## src/rtl/uart_pkg.sv

```systemverilog
// Shared UART definitions: line-rate defaults, the receive FSM state type and
// the oversampling divider helper used by both link stages.
package uart_pkg;

  localparam int unsigned CLK_FREQ_DEFAULT  = 100_000_000;
  localparam int unsigned BAUD_RATE_DEFAULT = 9600;

  typedef enum logic [2:0] {
    IDLE,
    START,
    DATA,
    STOP,
    BREAK
  } rx_state_e;

  // Clocks per oversampling tick; integer division, 651 at the defaults.
  function automatic int unsigned calc_tick_div(input int unsigned clk_freq,
                                                input int unsigned baud_rate,
                                                input int unsigned oversample);
    return clk_freq / (baud_rate * oversample);
  endfunction

endpackage

```

## src/rtl/uart_baud_tick.sv

```systemverilog
// Oversampling tick divider: one-clock tick every TICK_DIV clocks, with a
// synchronous restart that holds the phase at zero while asserted.
module uart_baud_tick #(
  parameter int unsigned TICK_DIV = 651
) (
  input  logic clk,
  input  logic rst_n,
  input  logic restart,
  output logic tick
);

  localparam int unsigned CW = (TICK_DIV > 1) ? $clog2(TICK_DIV) : 1;
  localparam logic [CW-1:0] LAST = CW'(TICK_DIV - 1);

  logic [CW-1:0] cnt;

  always_ff @(posedge clk or negedge rst_n) begin
    if (!rst_n) begin
      cnt <= '0;
    end else if (restart || cnt == LAST) begin
      cnt <= '0;
    end else begin
      cnt <= cnt + CW'(1);
    end
  end

  assign tick = !restart && (cnt == LAST);

endmodule

```

## src/rtl/uart_rx.sv

```systemverilog
// UART receiver: 16x-oversampled, mid-bit sampled 8N1 framing with stop-bit
// error reporting. Define UART_RX_MAJORITY_EN for 2-of-3 majority sampling.
module uart_rx
  import uart_pkg::*;
#(
  parameter int unsigned DATA_WIDTH = 8,
  parameter int unsigned BAUD_RATE  = BAUD_RATE_DEFAULT,
  parameter int unsigned CLK_FREQ   = CLK_FREQ_DEFAULT,
  parameter int unsigned OVERSAMPLE = 16
) (
  input  logic                  clk,
  input  logic                  rst_n,
  input  logic                  rx,
  output logic [DATA_WIDTH-1:0] data_out,
  output logic                  data_valid,
  output logic                  frame_err,
  output logic                  busy,
  output rx_state_e             dbg_state
);

  localparam int unsigned TICK_DIV = calc_tick_div(CLK_FREQ, BAUD_RATE, OVERSAMPLE);
  localparam int unsigned TW = $clog2(OVERSAMPLE);
  localparam int unsigned BW = $clog2(DATA_WIDTH) + 1;
  localparam logic [TW-1:0] TICK_LAST = TW'(OVERSAMPLE - 1);
  localparam logic [BW-1:0] BIT_LAST  = BW'(DATA_WIDTH - 1);
`ifdef UART_RX_MAJORITY_EN
  localparam logic [TW-1:0] HIST0     = TW'(OVERSAMPLE / 2 - 2);
  localparam logic [TW-1:0] HIST1     = TW'(OVERSAMPLE / 2 - 1);
  localparam logic [TW-1:0] SAMPLE_AT = TW'(OVERSAMPLE / 2);
`else
  localparam logic [TW-1:0] SAMPLE_AT = TW'(OVERSAMPLE / 2 - 1);
`endif

  rx_state_e       state, next_state;
  logic            rx_meta, rx_s;
  logic            restart, tick, sample_pt, sample_bit;
  logic [TW-1:0]   tick_cnt;
  logic [BW-1:0]   bit_cnt;
  logic [DATA_WIDTH-1:0] shreg;

  always_ff @(posedge clk or negedge rst_n) begin
    if (!rst_n) begin
      rx_meta <= 1'b1;
      rx_s    <= 1'b1;
    end else begin
      rx_meta <= rx;
      rx_s    <= rx_meta;
    end
  end

  // Holding the divider in restart while idle aligns every bit to the start edge.
  assign restart = (state == IDLE);

  uart_baud_tick #(
    .TICK_DIV (TICK_DIV)
  ) u_baud_tick (
    .clk     (clk),
    .rst_n   (rst_n),
    .restart (restart),
    .tick    (tick)
  );

  always_ff @(posedge clk or negedge rst_n) begin
    if (!rst_n) begin
      tick_cnt <= '0;
    end else if (restart) begin
      tick_cnt <= '0;
    end else if (tick) begin
      tick_cnt <= (tick_cnt == TICK_LAST) ? '0 : tick_cnt + TW'(1);
    end
  end

  assign sample_pt = tick && (tick_cnt == SAMPLE_AT);

`ifdef UART_RX_MAJORITY_EN
  logic [1:0] hist;

  always_ff @(posedge clk or negedge rst_n) begin
    if (!rst_n) begin
      hist <= 2'b11;
    end else if (tick) begin
      if (tick_cnt == HIST0) hist[0] <= rx_s;
      if (tick_cnt == HIST1) hist[1] <= rx_s;
    end
  end

  assign sample_bit = (hist[0] & hist[1]) | (hist[0] & rx_s) | (hist[1] & rx_s);
`else
  assign sample_bit = rx_s;
`endif

  always_ff @(posedge clk or negedge rst_n) begin
    if (!rst_n) state <= IDLE;
    else        state <= next_state;
  end

  always_comb begin
    next_state = state;
    case (state)
      IDLE:    if (!rx_s) next_state = START;
      START:   if (sample_pt) next_state = sample_bit ? IDLE : DATA;
      DATA:    if (sample_pt && bit_cnt == BIT_LAST) next_state = STOP;
      STOP:    if (sample_pt) next_state = sample_bit ? IDLE : BREAK;
      BREAK:   if (rx_s) next_state = IDLE;
      default: next_state = IDLE;
    endcase
  end

  // data_valid / frame_err: one-clock strobes with no backpressure; data_out
  // holds its value until the next correctly framed word.
  always_ff @(posedge clk or negedge rst_n) begin
    if (!rst_n) begin
      bit_cnt    <= '0;
      shreg      <= '0;
      data_out   <= '0;
      data_valid <= 1'b0;
      frame_err  <= 1'b0;
    end else begin
      data_valid <= 1'b0;
      frame_err  <= 1'b0;
      if (sample_pt) begin
        case (state)
          START: bit_cnt <= '0;
          DATA: begin
            shreg   <= {sample_bit, shreg[DATA_WIDTH-1:1]};
            bit_cnt <= bit_cnt + BW'(1);
          end
          STOP: begin
            if (sample_bit) begin
              data_out   <= shreg;
              data_valid <= 1'b1;
            end else begin
              frame_err  <= 1'b1;
            end
          end
          default: ;
        endcase
      end
    end
  end

  assign busy      = (state != IDLE);
  assign dbg_state = state;

endmodule

```

## config.mk

```make
export PLATFORM = sky130hd
export DESIGN_NAME = uart_rx
export DESIGN_NICKNAME = d
export VERILOG_FILES = /design/src/rtl/uart_pkg.sv /design/src/rtl/uart_baud_tick.sv /design/src/rtl/uart_rx.sv
export SDC_FILE = /design/constraint.sdc
export NUM_CORES = 1
export LEC_CHECK = 0
export ABC_CLOCK_PERIOD_IN_PS = 7000
export CORE_UTILIZATION = 60
export DETAILED_ROUTE_END_ITERATION = 10
export PLACE_DENSITY_LB_ADDON = 0.08
export SLEW_MARGIN = 20
export SYNTH_ARGS = -nofsm -noshare
export SYNTH_HDL_FRONTEND = slang
export SYNTH_HIERARCHICAL = 1
export SYNTH_SLANG_ARGS = --single-unit
```

## constraint.sdc

```tcl
create_clock -name clk -period 7 [get_ports clk]
set_input_delay 2.1 -clock clk [delete_from_list [all_inputs] [get_ports clk]]
set_output_delay 2.1 -clock clk [all_outputs]
set_load 0.02 [all_outputs]
```

# Word level (Yosys, flattened, before mapping)

Index checks and enable logic that the tools add are counted.

Register bits: 41
Input bits: 3
Output and inout port bits: 14

Muxes and demuxes: 19
Equal/unequal tests: 13
Add/subtract/negate cells: 3
Reduce and logical (&&, ||, !) cells: 13

Operators with widths:

| kind                                                            | number |
|---|---|
| 3-bit two-way mux                                               | 6 |
| 3-bit case mux with 5 select lines                              | 1 |
| 4-bit two-way mux                                               | 3 |
| 10-bit by 1-bit adder with 10-bit output, second input constant | 1 |
| 10-bit == test, second input constant                           | 1 |
| 10-bit two-way mux                                              | 1 |
| 2-bit inequality test, second input constant                    | 5 |
| 4-bit by 1-bit adder with 4-bit output, second input constant   | 2 |
| 4-bit by 3-bit == test with 1-bit output, second input constant | 2 |
| 4-bit case mux with 2 select lines                              | 1 |
| 3-bit by 2-bit == test with 1-bit output, second input constant | 2 |
| 1-bit two-way mux                                               | 6 |
| 5-bit AND reduction                                             | 1 |
| 4-bit == test, second input constant                            | 1 |
| 2-bit AND reduction                                             | 2 |
| 2-bit nonzero test                                              | 2 |
| 3-bit by 1-bit == test with 1-bit output, second input constant | 1 |
| 3-bit == test, second input constant                            | 1 |
| 1-bit logical AND                                               | 3 |
| 3-bit logical NOT                                               | 1 |
| 3-bit AND reduction                                             | 1 |
| 3-bit nonzero test                                              | 1 |
| 2-bit two-way mux                                               | 1 |
| 1-bit logical NOT                                               | 1 |
| 1-bit logical OR                                                | 1 |

# Logic depth before layout (Yosys ltp)

Word-level depth: 7
Mapped depth: 10
Mapped depth without buffers: 8

# By module

The synthesis kept the hierarchy.

By module, submodules not included:

| module         | cells each | area an instance (um2) | instances |
|---|---|---|---|
| uart_rx        | 111        | 1391.3                 | 1 |
| uart_baud_tick | 50         | 508.0                  | 1 |

# Worst setup path before layout

OpenSTA, ideal clock, no wires.

Kind: register to output
Start point: register state[2], in the netlist dbg_state[2]
End point: output port busy
Arrival time: 1.429 ns
Stages on the path, launching flop included: 4
Setup slack: 3.471 ns
Cells stage by stage: dfrtp_1 clkbuf_1 nor3_1 inv_1

Longest elaborated chain between the ends: 1

Ends and longest elaborated chain:

| element                | line           | source |
|---|---|---|
| start, declared        | uart_rx.sv:34  | `rx_state_e state, next_state;` |
| start signal, assigned | uart_rx.sv:94  | `else state <= next_state;` |
| 3-bit nonzero test     | uart_rx.sv:142 | `assign busy = (state != IDLE);` |
| end, declared          | uart_rx.sv:17  | `output logic busy,` |

Every way passes these cells.

# Worst setup path in the final report

Ends and elaborated chain as after synthesis.

==> report_table.html <==
<table>
<tr><th>Metric</th><th>Value</th></tr>
<tr><th colspan="2">Critical path</th></tr>
<tr><td>Largest delay contributor family on the critical path</td><td>simple AND/OR/NAND/NOR gates</td></tr>
<tr><td>CP Cell Sequence</td><td>nor3_1 &gt; inv_1 &gt; clkdlybuf4s50_1</td></tr>
<tr><td>Critical path's slowest cell</td><td>sky130_fd_sc_hd__nor3_1</td></tr>
<tr><td>Largest incremental delay on the critical path</td><td>about 0.7 ns</td></tr>
<tr><td>Critical setup path kind</td><td>flip-flop to primary output</td></tr>
<tr><td>Buffers and inverters on the worst path</td><td>2</td></tr>
<tr><td>Data required time of the worst path</td><td>4.90 ns</td></tr>
<tr><td>Arrival time of data at the critical path endpoint</td><td>2.25 ns</td></tr>
<tr><td>Endpoint type of the worst setup path</td><td>primary output</td></tr>
<tr><td>Maximum fanout encountered on the critical timing path</td><td>15</td></tr>
<tr><td>Worst Setup Start Kind</td><td>flip-flop</td></tr>
<tr><th colspan="2">Synth</th></tr>
<tr><td>XOR/XNOR share of the synthesized area</td><td>1.84%</td></tr>
<tr><td>Proportion of synthesized area in mux cells</td><td>10.0%</td></tr>
<tr><td>Number of instances in the synthesized netlist</td><td>161</td></tr>
<tr><td>Area fraction of the dominant cell type after synthesis</td><td>roughly half</td></tr>
<tr><td>Number of nets produced by synthesis</td><td>168</td></tr>
<tr><td>Share of synthesized flip-flops with an asynchronous set or reset</td><td>100%</td></tr>
<tr><td>Top cells by area in the synthesized netlist</td><td>sky130_fd_sc_hd__dfrtp_1 (51%), sky130_fd_sc_hd__mux2_2 (9.5%), sky130_fd_sc_hd__dfstp_2 (2.8%)</td></tr>
<tr><td>Total of warnings raised by yosys</td><td>6</td></tr>
<tr><td>EDFF count, synth</td><td>0</td></tr>
<tr><td>Post-Syn Area</td><td>0.00190 mm2</td></tr>
<tr><td>Main combinational cell family by area after synthesis</td><td>simple AND/OR/NAND/NOR gates</td></tr>
<tr><td>Mean instance size in the synthesized netlist</td><td>11.8 um2</td></tr>
<tr><td>Post-synthesis share of cell area spent on and, or, nand and nor gates</td><td>18.6%</td></tr>
<tr><td>Post-synthesis cell type with the largest combined area</td><td>sky130_fd_sc_hd__dfrtp_1</td></tr>
<tr><td>Sequential share of the synthesized area</td><td>54.2%</td></tr>
<tr><td>Synth unique cells</td><td>42</td></tr>
<tr><td>Number of register bits inferred by synthesis</td><td>between 40 and 50</td></tr>
<tr><td>Synth Area in Compound Gates</td><td>approximately 11%</td></tr>
<tr><td>Predominant post-synthesis flop cell</td><td>sky130_fd_sc_hd__dfrtp_1</td></tr>
<tr><td>Share of synthesized cell area in full adder, half adder and majority cells</td><td>2.64%</td></tr>
<tr><th colspan="2">Finish</th></tr>
<tr><td>Final standard cell utilization of the core</td><td>71.7%</td></tr>
<tr><td>Antenna cells</td><td>0</td></tr>
<tr><td>Synth-to-Final Area Change</td><td>14.4%</td></tr>
<tr><td>Final cell count without fillers</td><td>223</td></tr>
<tr><td>Highest-count cells in the layout ignoring fill and taps</td><td>sky130_fd_sc_hd__dfrtp_1 (39), sky130_fd_sc_hd__mux2_2 (16), sky130_fd_sc_hd__clkdlybuf4s50_1 (15)</td></tr>
<tr><td>Most common library cell in the layout ignoring fill and taps</td><td>sky130_fd_sc_hd__dfrtp_1</td></tr>
<tr><td>Fraction of final layout cells with drive strength greater than 1</td><td>20.7%</td></tr>
<tr><td>Finished layout cell area</td><td>between 0.002 and 0.0025 mm2</td></tr>
<tr><td>Fillers</td><td>219</td></tr>
<tr><td>Nets</td><td>between 150 and 200</td></tr>
<tr><th colspan="2">Floorplan</th></tr>
<tr><td>Vertical extent of the die</td><td>58.3 um</td></tr>
<tr><td>Core area</td><td>0.00303 mm2</td></tr>
<tr><td>Full die area</td><td>~0.0034 mm2</td></tr>
<tr><td>Site Rows</td><td>20</td></tr>
<tr><td>Initial core utilization</td><td>62.7%</td></tr>
<tr><td>Number of placed I/O pins</td><td>17</td></tr>
<tr><td>Overall die width</td><td>just under 60 um</td></tr>
<tr><th colspan="2">Route</th></tr>
<tr><td>Post-Route M1 WL</td><td>1490 um</td></tr>
<tr><td>Remaining routing DRC violations</td><td>0</td></tr>
<tr><td>Post-detailed-routing wire length</td><td>3320 um</td></tr>
<tr><td>Max layer used</td><td>met4</td></tr>
<tr><td>Routed vias/inst</td><td>5.85</td></tr>
<tr><td>Post-DR wirelength/cell</td><td>approximately 15 um</td></tr>
<tr><td>Number of design-rule violations left by the first detailed-router iteration</td><td>between 60 and 70</td></tr>
<tr><td>Antenna viol nets, final</td><td>0</td></tr>
<tr><td>Met3 layer wire length in the routed design</td><td>113 um</td></tr>
<tr><td>Met2 wirelength from detailed routing</td><td>1670 um</td></tr>
<tr><td>Via count</td><td>1,304</td></tr>
<tr><td>Number of detailed-route iterations in the first pass</td><td>4</td></tr>
<tr><th colspan="2">Clock tree</th></tr>
<tr><td>Resize count post-CTS</td><td>0</td></tr>
<tr><td>Clock root buffer master</td><td>sky130_fd_sc_hd__clkbuf_4</td></tr>
<tr><td>TritonCTS Sinks</td><td>41</td></tr>
<tr><td>Total of hold buffers inserted after clock tree synthesis</td><td>0</td></tr>
<tr><td>Deepest clock path buffer count</td><td>2</td></tr>
<tr><td>Clock slew seen by the registers of the worst setup and hold paths</td><td>0.13 ns</td></tr>
<tr><td>CTS Buf Count</td><td>5</td></tr>
<tr><td>Clock tree from TritonCTS</td><td>built</td></tr>
<tr><td>Setup Buffers After CTS</td><td>0</td></tr>
<tr><td>Number of levels in the clock H-tree</td><td>2</td></tr>
<tr><td>Latest clock arrival within the worst-skew pair</td><td>0.35 ns</td></tr>
<tr><th colspan="2">Power</th></tr>
<tr><td>Leakage power total</td><td>just under 1 nW</td></tr>
<tr><td>Maximum vdd ir drop</td><td>150 uV</td></tr>
<tr><td>Total power per unit cell area</td><td>187 mW/mm2</td></tr>
<tr><td>Overall Power</td><td>0.406 mW</td></tr>
<tr><th colspan="2">GRT</th></tr>
<tr><td>Overall track demand over capacity in global routing</td><td>22.7%</td></tr>
<tr><td>Initial antenna violation count</td><td>0</td></tr>
<tr><td>Number of global-route vias before repair</td><td>1,301</td></tr>
<tr><td>Global-route wire length before repair</td><td>approximately 5700 um</td></tr>
<tr><td>Total congestion overflow</td><td>0</td></tr>
<tr><td>Maximum number of pins on one net before global-route repair</td><td>42</td></tr>
<tr><th colspan="2">Placed design</th></tr>
<tr><td>Setup slack at placement</td><td>3.04 ns</td></tr>
<tr><td>Global placer's final weighted congestion</td><td>0.827</td></tr>
<tr><td>Dpl cells</td><td>about 220</td></tr>
<tr><td>Instance area after placement</td><td>approximately 0.0021 mm2</td></tr>
<tr><td>Half-perimeter wire length of the detailed placement result</td><td>2350 um</td></tr>
<tr><td>Number of port buffers</td><td>16</td></tr>
<tr><th colspan="2">Timing</th></tr>
<tr><td>Maximum clock rate</td><td>0.230 GHz</td></tr>
<tr><td>Crit path setup slack, layout</td><td>2.65 ns</td></tr>
<tr><td>Measured slew at the worst slew-check pin</td><td>0.872 ns</td></tr>
<tr><td>Total of endpoints with negative setup slack in the final report</td><td>0</td></tr>
<tr><td>Final setup skew</td><td>approximately 0.017 ns</td></tr>
<tr><td>Min Hold Slack</td><td>0.366 ns</td></tr>
<tr><td>Relative slew margins</td><td>41.9%</td></tr>
<tr><td>Final period util</td><td>62.1%</td></tr>
<tr><td>RSZ-0062 raised after global routing</td><td>no</td></tr>
<tr><td>Fin. max-slew vios</td><td>0</td></tr>
<tr><td>Number of hold-slack violations in the final timing report</td><td>0</td></tr>
<tr><td>Final min period</td><td>4.35 ns</td></tr>
<tr><td>Setup TNS</td><td>0 ns</td></tr>
<tr><th colspan="2">Run status</th></tr>
<tr><td>Status</td><td>completed</td></tr>
<tr><th colspan="2">Run</th></tr>
<tr><td>Max cap viols</td><td>0</td></tr>
<tr><th colspan="2">Hold path</th></tr>
<tr><td>Path type of the worst min-delay path</td><td>flip-flop to flip-flop</td></tr>
</table>
worst reg2reg max path: stages, from the launching register on:
cell and delay [ns]:
sky130_fd_sc_hd__dfrtp_1 0.44, sky130_fd_sc_hd__inv_1 0.07, sky130_fd_sc_hd__ha_1 0.14, sky130_fd_sc_hd__nor4b_1 0.44, sky130_fd_sc_hd__nand4_1 0.15, sky130_fd_sc_hd__nor2_1 0.47, sky130_fd_sc_hd__nand4b_4 0.27, sky130_fd_sc_hd__nor4b_4 0.66
sky130_fd_sc_hd__mux2_2 0.42
final timing paths:
path	from	slack (ns)	cells past startpoint	endpoint
max	dbg_state[2]$_DFFE_PN0P_	2.65	3	busy
min	rx_meta$_DFF_PN1_	0.37	0	rx_s$_DFF_PN1_
max reg2reg	u_baud_tick/cnt[0]$_DFF_PN0_	3.84	8	data_out[6]$_DFFE_PN0P_
min reg2reg	rx_meta$_DFF_PN1_	0.37	0	rx_s$_DFF_PN1_
max in group asynchronous	rst_n	4.60	1	u_baud_tick/cnt[6]$_DFF_PN0_
min in group asynchronous	rst_n	1.85	1	bit_cnt[0]$_DFFE_PN0P_
Yosys cell counts (2+ instances only):
master / count
sky130_fd_sc_hd__dfrtp_1: 39
sky130_fd_sc_hd__mux2_2: 16
sky130_fd_sc_hd__nor2_1: 14
sky130_fd_sc_hd__a21oi_1: 9
sky130_fd_sc_hd__nand2_1: 9
sky130_fd_sc_hd__nand3_1: 6
sky130_fd_sc_hd__o21ai_0: 6
sky130_fd_sc_hd__o31ai_1: 5
sky130_fd_sc_hd__ha_1: 4
sky130_fd_sc_hd__nand2b_1: 4
sky130_fd_sc_hd__buf_2: 3
sky130_fd_sc_hd__clkbuf_1: 3
sky130_fd_sc_hd__inv_1: 3
sky130_fd_sc_hd__or3_1: 3
sky130_fd_sc_hd__xor2_1: 3
sky130_fd_sc_hd__a211oi_1: 2
sky130_fd_sc_hd__a41oi_1: 2
sky130_fd_sc_hd__and4b_1: 2
sky130_fd_sc_hd__dfstp_2: 2
sky130_fd_sc_hd__nor3_1: 2
sky130_fd_sc_hd__o311ai_0: 2
sky130_fd_sc_hd__or3_2: 2
kinds of logic after synthesis:
| group | after synthesis |
|---|---|
| compound gates | 31 |
| xor+xnor | 4 |
| fa+ha+maj | 4 |
| buf+inv | 9 |
| flops | 41 |
| mux | 17 |
| simple gates | 55 |
layout make-up:
class / count / area [um2] / share of cell area (%)
flip-flops and latches: 41 / 1030 / 47.4
multi-input cells: 111 / 833 / 38.4
repair buffers: 16 / 155 / 7.14
well taps: 44 / 55.1 / 2.53
clock buffers: 6 / 51.3 / 2.36
clock inverters: 2 / 37.5 / 1.73
inverters: 3 / 11.3 / 0.518
layer usage:
layer	up-vias	track usage (%)
met3	5	6.03
met5	-	0
met1	648	28.1
met2	23	38.4
li1	628	-
met4	0	8.50
sequential cells by signal, indices dropped and copies added, names as in the netlist:
register / flops
u_baud_tick/cnt: 10
data_out: 8
shreg: 8
bit_cnt: 4
tick_cnt: 4
dbg_state: 3
data_valid: 1
frame_err: 1
rx_meta: 1
rx_s: 1
where the power goes:
part	total (mW)	leakage [nW]	switching [mW]	internal (mW)
clock	0.162	0.0445	0.0767	0.0849
sequential	0.238	0.551	0.000587	0.238
combinational	0.00544	0.369	0.00447	0.000967
Note: power is estimated with default switching activity, not from simulation.
